<file path="src/rtl/deser_1to8.sv">
// deser_1to8: serial-to-parallel receiver. Collects one bit per accepted
// input beat into position bit_idx (LSB first) and presents each completed
// word on a valid/ready output port. The output register doubles as a
// one-word skid buffer, so the next word can be assembled while the previous
// one waits for its consumer.
module deser_1to8 #(
  parameter  int WIDTH = 8,
  localparam int IDX_W = $clog2(WIDTH)
) (
  input  logic             clk,
  input  logic             rst_n,
  input  logic             clear,
  input  logic             in_bit,
  input  logic             in_valid,
  output logic             in_ready,
  output logic [IDX_W-1:0] bit_idx,
  output logic [WIDTH-1:0] out_data,
  output logic             out_valid,
  input  logic             out_ready,
  output logic             busy
);

  typedef enum logic [1:0] {
    IDLE  = 2'd0,
    SHIFT = 2'd1,
    STALL = 2'd2
  } state_t;

  localparam logic [IDX_W-1:0] LAST_IDX = IDX_W'(WIDTH - 1);

  state_t             state_q, state_d;
  logic [IDX_W-1:0]   idx_q, idx_d;
  logic [WIDTH-1:0]   asm_q, asm_d;
  logic [WIDTH-1:0]   data_q, data_d;
  logic               valid_q, valid_d;

  logic at_last;
  logic blocked;
  logic accept;

  // Handshake qualifiers: the final bit of a word is refused only while the
  // skid register still holds an unconsumed word that is not leaving now.
  always_comb begin
    at_last  = (idx_q == LAST_IDX);
    blocked  = at_last && valid_q && !out_ready;
    in_ready = !blocked;
    accept   = in_valid && in_ready;
  end

  // Next-state computation for assembly, index, output word and FSM state.
  always_comb begin
    // NOTE: every signal assigned here gets a hold default first, so no path
    // leaves a signal unassigned and no latch is inferred.
    state_d = state_q;
    idx_d   = idx_q;
    asm_d   = asm_q;
    data_d  = data_q;
    valid_d = valid_q;

    // A consume frees the output register; a completion below may refill it
    // in the same edge, which keeps out_valid high without a bubble.
    if (valid_q && out_ready) begin
      valid_d = 1'b0;
    end

    if (clear) begin
      // Abort the partial word only; a finished word awaiting the consumer
      // is left alone. A bit offered in this cycle is dropped.
      state_d = IDLE;
      idx_d   = '0;
      asm_d   = '0;
    end else if (accept) begin
      if (at_last) begin
        data_d             = asm_q;
        data_d[WIDTH-1]    = in_bit;
        valid_d            = 1'b1;
        asm_d              = '0;
        idx_d              = '0;
        state_d            = IDLE;
      end else begin
        asm_d[idx_q] = in_bit;
        idx_d        = idx_q + IDX_W'(1);
        state_d      = SHIFT;
      end
    end else if (blocked) begin
      state_d = STALL;
    end else if (state_q == STALL) begin
      state_d = SHIFT;
    end
  end

  // State registers; everything, including the pending output word, clears
  // on reset.
  always_ff @(posedge clk or negedge rst_n) begin
    if (!rst_n) begin
      state_q <= IDLE;
      idx_q   <= '0;
      asm_q   <= '0;
      data_q  <= '0;
      valid_q <= 1'b0;
    end else begin
      // NOTE: non-blocking assignments so every register samples the values
      // from before this edge, regardless of statement order.
      state_q <= state_d;
      idx_q   <= idx_d;
      asm_q   <= asm_d;
      data_q  <= data_d;
      valid_q <= valid_d;
    end
  end

  // Registered outputs straight from the state flops.
  always_comb begin
    bit_idx   = idx_q;
    out_data  = data_q;
    out_valid = valid_q;
    busy      = (idx_q != '0) || (state_q == SHIFT);
  end

endmodule

</file>
<file path="config.mk">
export PLATFORM = sky130hd
export DESIGN_NAME = deser_1to8
export DESIGN_NICKNAME = d
export VERILOG_FILES = /design/src/rtl/deser_1to8.sv
export SDC_FILE = /design/constraint.sdc
export NUM_CORES = 1
export LEC_CHECK = 0
export CAP_MARGIN = 5
export CORE_ASPECT_RATIO = 0.75
export CORE_MARGIN = 3
export CORE_UTILIZATION = 50
export CTS_BUF_LIST = sky130_fd_sc_hd__clkbuf_2
export DETAILED_ROUTE_END_ITERATION = 12
export PLACE_DENSITY = 0.77
export SKIP_LAST_GASP = 1
export SYNTH_ARGS = -nofsm -noshare
export SYNTH_HDL_FRONTEND = slang
export SYNTH_SLANG_ARGS = --single-unit
</file>
<file path="constraint.sdc">
create_clock -name clk -period 2.2 [get_ports clk]
set_input_delay 0.44 -clock clk [delete_from_list [all_inputs] [get_ports clk]]
set_output_delay 0.44 -clock clk [all_outputs]
set_load 0.01 [all_outputs]
</file>
Word level (Yosys, flattened, before mapping)
Cells that the tools add are included.
- register bits: 22
- input bits: 6
- output and inout bits: 14
- word-level logic and storage cells: 42
- $add $sub $neg: 1
- $lt $le $gt $ge: 2
- eq/ne operators: 3
- muxes and demuxes: 18
- bitwise logic cells: 1
- reductions and logical operators: 12
- operators with widths (operator ; number):
    2-to-1 mux 8 bit ; 3
    2-to-1 mux 3 bit ; 3
    bitwise mux 8 bit ; 1
    2-to-1 mux 2 bit ; 4
    2-to-1 mux 1 bit ; 6
    logical AND 1 bit ; 5
    < comparator 3 x 4 -> 1 bit, second input constant ; 1
    nonzero test 4 bit ; 1
    adder 3 x 1 -> 3 bit, second input constant ; 1
    demux 1 bit (select 3 bit) ; 1
    == test 3 bit, second input constant ; 1
    greater-or-equal comparator 3 x 1 -> 1 bit, second input constant ; 1
    AND reduction 3 bit ; 1
    nonzero test 3 bit ; 1
    == test 2 x 1 -> 1 bit, second input constant ; 1
    == test 2 bit, second input constant ; 1
    zero test 1 bit ; 2
    nonzero test 2 bit ; 1
    logical OR 1 bit ; 1
    NOT 1 bit ; 1

Depth between registers and ports, before layout
Gate-level depths: netlist (run 1).
- word-level depth: 8
- gate-level depth with buffers: 6
- gate-level depth less buffers: 5

Least setup slack after synthesis (run 1)
No wires, ideal clock.
- kind: flip-flop to flip-flop
- start point: register idx_q[1], in the netlist bit_idx[1]
- end point: register asm_q[5]
- library setup time: 0.124 ns
- arrival: 1.464 ns
- required time: 2.076 ns
- setup slack: 0.612 ns
- cell stages (with the launch flop): 7
- path buffers: 1
- period minus slack after synthesis: 1.588 ns
- path through: dfrtp_1 -> ha_1 -> ha_1 -> nand4bb_1 -> clkbuf_1 -> nor3_1 -> a211o_1
- word-level cells in the longest chain between the ends: 8
- elaborated cells between the ends (all ways): 15
- classes of those cells: 2 x order compare; 1 x eq/ne; 6 x mux; 6 x reduce/logical
- RTL lines (item ; line ; source):
    start: declaration ; 32 ; logic [IDX_W-1:0] idx_q, idx_d;
    start signal: assignment ; 105 ; idx_q <= idx_d;
    < comparator 3 x 4 -> 1 bit (implied by the code) or greater-or-equal comparator 3 x 1 -> 1 bit (tied branches) ; 81 ; asm_d[idx_q] = in_bit;
    logical AND 1 bit (implied by the code) ; 81 ;
    2-to-1 mux 1 bit (implied by the code) ; 81 ;
    demux 1 bit (select 3 bit) ; 81 ;
    bitwise mux 8 bit ; 81 ;
    2-to-1 mux 8 bit ; 73 ; if (at_last) begin
    2-to-1 mux 8 bit ; 72 ; end else if (accept) begin
    2-to-1 mux 8 bit ; 66 ; if (clear) begin
    end signal: assignment ; 106 ; asm_q <= asm_d;
    end: declaration ; 33 ; logic [WIDTH-1:0] asm_q, asm_d;
Parallel ways exist; a longest one is shown, timed or not. The select of a mux whose other input is x is not followed.
A chain may end at the register's enable or synchronous reset.

Worst setup path after layout (run 1)
- start point: register idx_q[0], in the netlist bit_idx[0]
- end point: output in_ready
- word-level cells in the longest chain between the ends: 4
- RTL lines (item ; line ; source):
    == test 3 bit ; 44 ; at_last = (idx_q == LAST_IDX);
    logical AND 1 bit (2 in a row) ; 45 ; blocked = at_last && valid_q && !out_ready;
    zero test 1 bit ; 46 ; in_ready = !blocked;
    end: declaration ; 15 ; output logic in_ready,
No other way between the ends.

==> impl_summary.log, run 1 <==
INFO  metric worstMarginPinSlew = about 520 ps
INFO  metric synthesis.instances = 90
INFO  metric run_status = finished, final reports clean
INFO  metric syn_to_final_growth = 22.7%
INFO  metric ys_seq_elements = 21
INFO  metric fmax = 516 MHz
INFO  metric hold_buffers = 0
INFO  metric dieArea = ~2700 sq um
INFO  metric final-setup-viol-count = 0
INFO  metric floorplan.rows = 13
INFO  metric drt_iter0_drc = 29
INFO  metric mappedNetlistNets = just under 100
INFO  metric hold_path.class = in -> async
INFO  metric post_synth_main_area_contributors = sky130_fd_sc_hd__dfrtp_1, sky130_fd_sc_hd__mux2_2, sky130_fd_sc_hd__a211o_1
INFO  metric post_dp_cell_area = 1290 sq um
INFO  metric layout-drive-gt1-share = 0.211
INFO  metric cts_made_buffers = 3
INFO  metric cts_buffer_depth = 2
INFO  metric synth.distinct_cells = 30
INFO  metric p_leak = a little under 0.7 nW
INFO  metric rsz0062_at_grt = false
INFO  metric numPortBuffers = 19
INFO  metric crit_fanout = 6
INFO  metric clk_latency = between 300 and 400 ps
INFO  metric dp_wirelength = ~1500 um
INFO  metric clk_root_buffer_cell = sky130_fd_sc_hd__clkbuf_2
INFO  metric drc = 0
INFO  metric cts.sink_count = 21
INFO  metric cts_clock_pin_slew_for_the_worst_setup_and_hold_paths = approximately 190 ps
INFO  metric vdd_drop_max = between 0.0004 and 0.0005 V
INFO  metric yosys_warns = 0
INFO  metric drv.max_cap_violation_count = 0
INFO  metric route.detailed.wl_per_inst = between 15 and 20 um
INFO  metric end_kind = output pin
INFO  metric post_drt_via_cell_ratio = around 5.8
INFO  metric fillers = 147
INFO  metric yosysTopAreaCell = sky130_fd_sc_hd__dfrtp_1
INFO  metric die_h = 46.0 um
INFO  metric relSlewSlack = 0.652
INFO  metric yosysTopAreaCellShare = 0.492
INFO  metric synth_edf_count = 0
INFO  metric rr_worst_depth = 5
INFO  metric first_pass_iters = 4
INFO  metric synth_top_flop_cell = sky130_fd_sc_hd__dfrtp_1
INFO  metric finalHoldViolCount = 0
INFO  metric ys_seq_area_frac = 0.492
INFO  metric synth_area = about 1100 sq um
INFO  metric timing.final.crit_share = 0.880
INFO  metric post-route-cell-area = approximately 1300 sq um
INFO  metric timing_max_transition_violations_final = 0
INFO  metric diodes = 0
INFO  metric critPathKind = reg -> out
INFO  metric syn-mean-instance-area = ~12 sq um
INFO  metric setup_total_negative_slack = 0 ps
INFO  metric antenna_found_initial = 0
INFO  metric die-width = 59.4 um
INFO  metric io-pin-count = 20
INFO  metric min_period = 1940 ps
INFO  metric grt_pass1_vias = 741
INFO  metric worstSetupStartpointType = flip-flop
INFO  metric core_area = approximately 1900 sq um
INFO  metric power.density = around 500 nW/um^2
INFO  metric grt_pass1_wl = between 3000 and 4000 um
INFO  metric grt_use_total = 0.180
INFO  metric gp_congestion = approximately 0.77
INFO  metric route.antenna.remaining_nets = 0
INFO  metric overflow_left_after_global_routing = 0
INFO  metric start_util = 0.571
INFO  metric sum_of_routed_wire_length_over_all_layers = approximately 2100 um
INFO  metric design_power_total = 0.649 mW
INFO  metric cts_post_setup_buffers_inserted = 0
INFO  metric grt_start_max_net_pins = 22
INFO  metric synthArstFlopShare = 1.00
INFO  metric arrival_time_at_the_worst_endpoint = approximately 1500 ps
INFO  metric htreeDepth = 1
INFO  metric fin_worst_skew = ~5.0 ps
INFO  metric tritoncts = yes
INFO  metric critPathRequiredTime = roughly 1800 ps
INFO  metric via_count = between 700 and 800
INFO  metric layout_nets = 124
power by group:
part	switching (mW)	internal, mW	total, mW
registers	0.00617	0.395	0.402
logic	0.0450	0.0422	0.0872
clock network	0.112	0.0482	0.161
total	0.164	0.486	0.649
final cells by class:
cell class,count,area (sq um),area share
flip-flops and latches,21,526,0.401
inverters,2,7.51,0.00573
well taps,22,27.5,0.0210
multi-input cells,60,478,0.365
repair buffers,27,251,0.192
clock buffers,4,20.0,0.0153
worst paths after layout:
| check | from | to | slack, ps |
|---|---|---|---|
| max | bit_idx[0]$_DFFE_PN0P_ | in_ready | 260 |
| min | rst_n | bit_idx[2]$_DFFE_PN0P_ | 430 |
| max reg2reg | bit_idx[0]$_DFFE_PN0P_ | asm_q[5]$_DFFE_PN0P_ | 490 |
| min reg2reg | out_data[6]$_DFFE_PN0P_ | out_data[6]$_DFFE_PN0P_ | 530 |
| max in group asynchronous | rst_n | out_data[7]$_DFFE_PN0P_ | 1550 |
| min in group clk | out_data[6]$_DFFE_PN0P_ | out_data[6]$_DFFE_PN0P_ | 530 |
state kept, by name (all words and copies together), names as in the netlist:
signal / count
out_data: 8
out_valid: 1
asm_q: 7
state_q: 2
bit_idx: 3
metrics by stage:
step	hold WS [ps]	utilization	setup WS (ps)	cells
3_3_place_gp	469	0.688	193	132
5_1_grt	414	0.700	165	136
6_report	431	0.700	263	136
3_5_place_dp	491	0.688	196	132
4_1_cts	431	0.699	4.64	136
2_1_floorplan	144	-	612	90
Yosys cell counts, types with 2 or more instances:
| master | number |
|---|---|
| sky130_fd_sc_hd__a211o_1 | 7 |
| sky130_fd_sc_hd__a21oi_1 | 2 |
| sky130_fd_sc_hd__and3_1 | 5 |
| sky130_fd_sc_hd__buf_2 | 2 |
| sky130_fd_sc_hd__buf_6 | 4 |
| sky130_fd_sc_hd__dfrtp_1 | 21 |
| sky130_fd_sc_hd__ha_1 | 3 |
| sky130_fd_sc_hd__inv_1 | 2 |
| sky130_fd_sc_hd__mux2_2 | 7 |
| sky130_fd_sc_hd__nand2_1 | 3 |
| sky130_fd_sc_hd__nand2b_1 | 3 |
| sky130_fd_sc_hd__nand3b_1 | 4 |
| sky130_fd_sc_hd__nand4b_1 | 2 |
| sky130_fd_sc_hd__nor2_1 | 5 |
| sky130_fd_sc_hd__nor2b_1 | 2 |
| sky130_fd_sc_hd__nor4_1 | 2 |
| sky130_fd_sc_hd__o311a_2 | 2 |
| sky130_fd_sc_hd__or3b_1 | 2 |
cell usage in the layout (no fill, tap or decap):
master                            instances
sky130_fd_sc_hd__or3b_1                   2
sky130_fd_sc_hd__dlygate4sd2_1            1
sky130_fd_sc_hd__o21ai_0                  1
sky130_fd_sc_hd__and3_1                   5
sky130_fd_sc_hd__mux2_1                   1
sky130_fd_sc_hd__o311a_2                  2
sky130_fd_sc_hd__o311a_1                  1
sky130_fd_sc_hd__nand2_1                  3
sky130_fd_sc_hd__a22o_1                   1
sky130_fd_sc_hd__dlymetal6s2s_1           1
sky130_fd_sc_hd__clkbuf_2                 4
sky130_fd_sc_hd__nor4_1                   2
sky130_fd_sc_hd__inv_1                    2
sky130_fd_sc_hd__nand4bb_1                1
sky130_fd_sc_hd__o31ai_1                  1
sky130_fd_sc_hd__nand4b_1                 2
sky130_fd_sc_hd__nand3b_2                 1
sky130_fd_sc_hd__o211a_1                  1
sky130_fd_sc_hd__a21oi_2                  1
sky130_fd_sc_hd__a21oi_1                  2
sky130_fd_sc_hd__nor2b_1                  2
sky130_fd_sc_hd__buf_4                    8
sky130_fd_sc_hd__mux2_2                   7
sky130_fd_sc_hd__a211o_1                  7
sky130_fd_sc_hd__nand2b_1                 3
sky130_fd_sc_hd__nor3_1                   1
sky130_fd_sc_hd__ha_2                     1
sky130_fd_sc_hd__dfrtp_1                 21
sky130_fd_sc_hd__nand3b_1                 4
sky130_fd_sc_hd__ha_1                     2
sky130_fd_sc_hd__nor2_1                   5
sky130_fd_sc_hd__clkdlybuf4s50_1         17
sky130_fd_sc_hd__and2_1                   1
logic make-up after synthesis:
logic type	share of synthesized area
AO/OA/AOI/OAI	0.135
adder cells (fa/ha/maj)	0.0352
buffers and inverters	0.0621
flip-flops	0.492
multiplexers	0.0844
AND/OR/NAND/NOR	0.191
critical path, stage by stage, from the launching register on:
cell	delay, ps
sky130_fd_sc_hd__dfrtp_1	420
sky130_fd_sc_hd__ha_1	200
sky130_fd_sc_hd__ha_2	210
sky130_fd_sc_hd__nand3b_2	90
sky130_fd_sc_hd__dlygate4sd2_1	270
per-layer routing:
layer  GRT usage  vias to the layer above  routed length, um
met1       0.253                      387                995
met4      0.0633                        0                 25
li1            -                      382                  -
met5           0                        -                  0
met2       0.264                       17                957
met3      0.0538                        4                 91
repair_timing:
action / in CTS / in global routing
resized for setup: 2 / 1
cloned: 0 / 0
setup endpoints to repair: 1 / 1
Note: power is estimated with default switching activity, not from simulation.
==> inputs of run 2 (changes only) <==
--- a/config.mk
+++ b/config.mk
@@ -5,6 +5,7 @@
 export SDC_FILE = /design/constraint.sdc
 export NUM_CORES = 1
 export LEC_CHECK = 0
+export ABC_CLOCK_PERIOD_IN_PS = 2200
 export CAP_MARGIN = 5
 export CORE_ASPECT_RATIO = 0.75
 export CORE_MARGIN = 3
==> results of run 2 <==
Same layout as run 1: the final DEF is identical, and so are final timing and power.
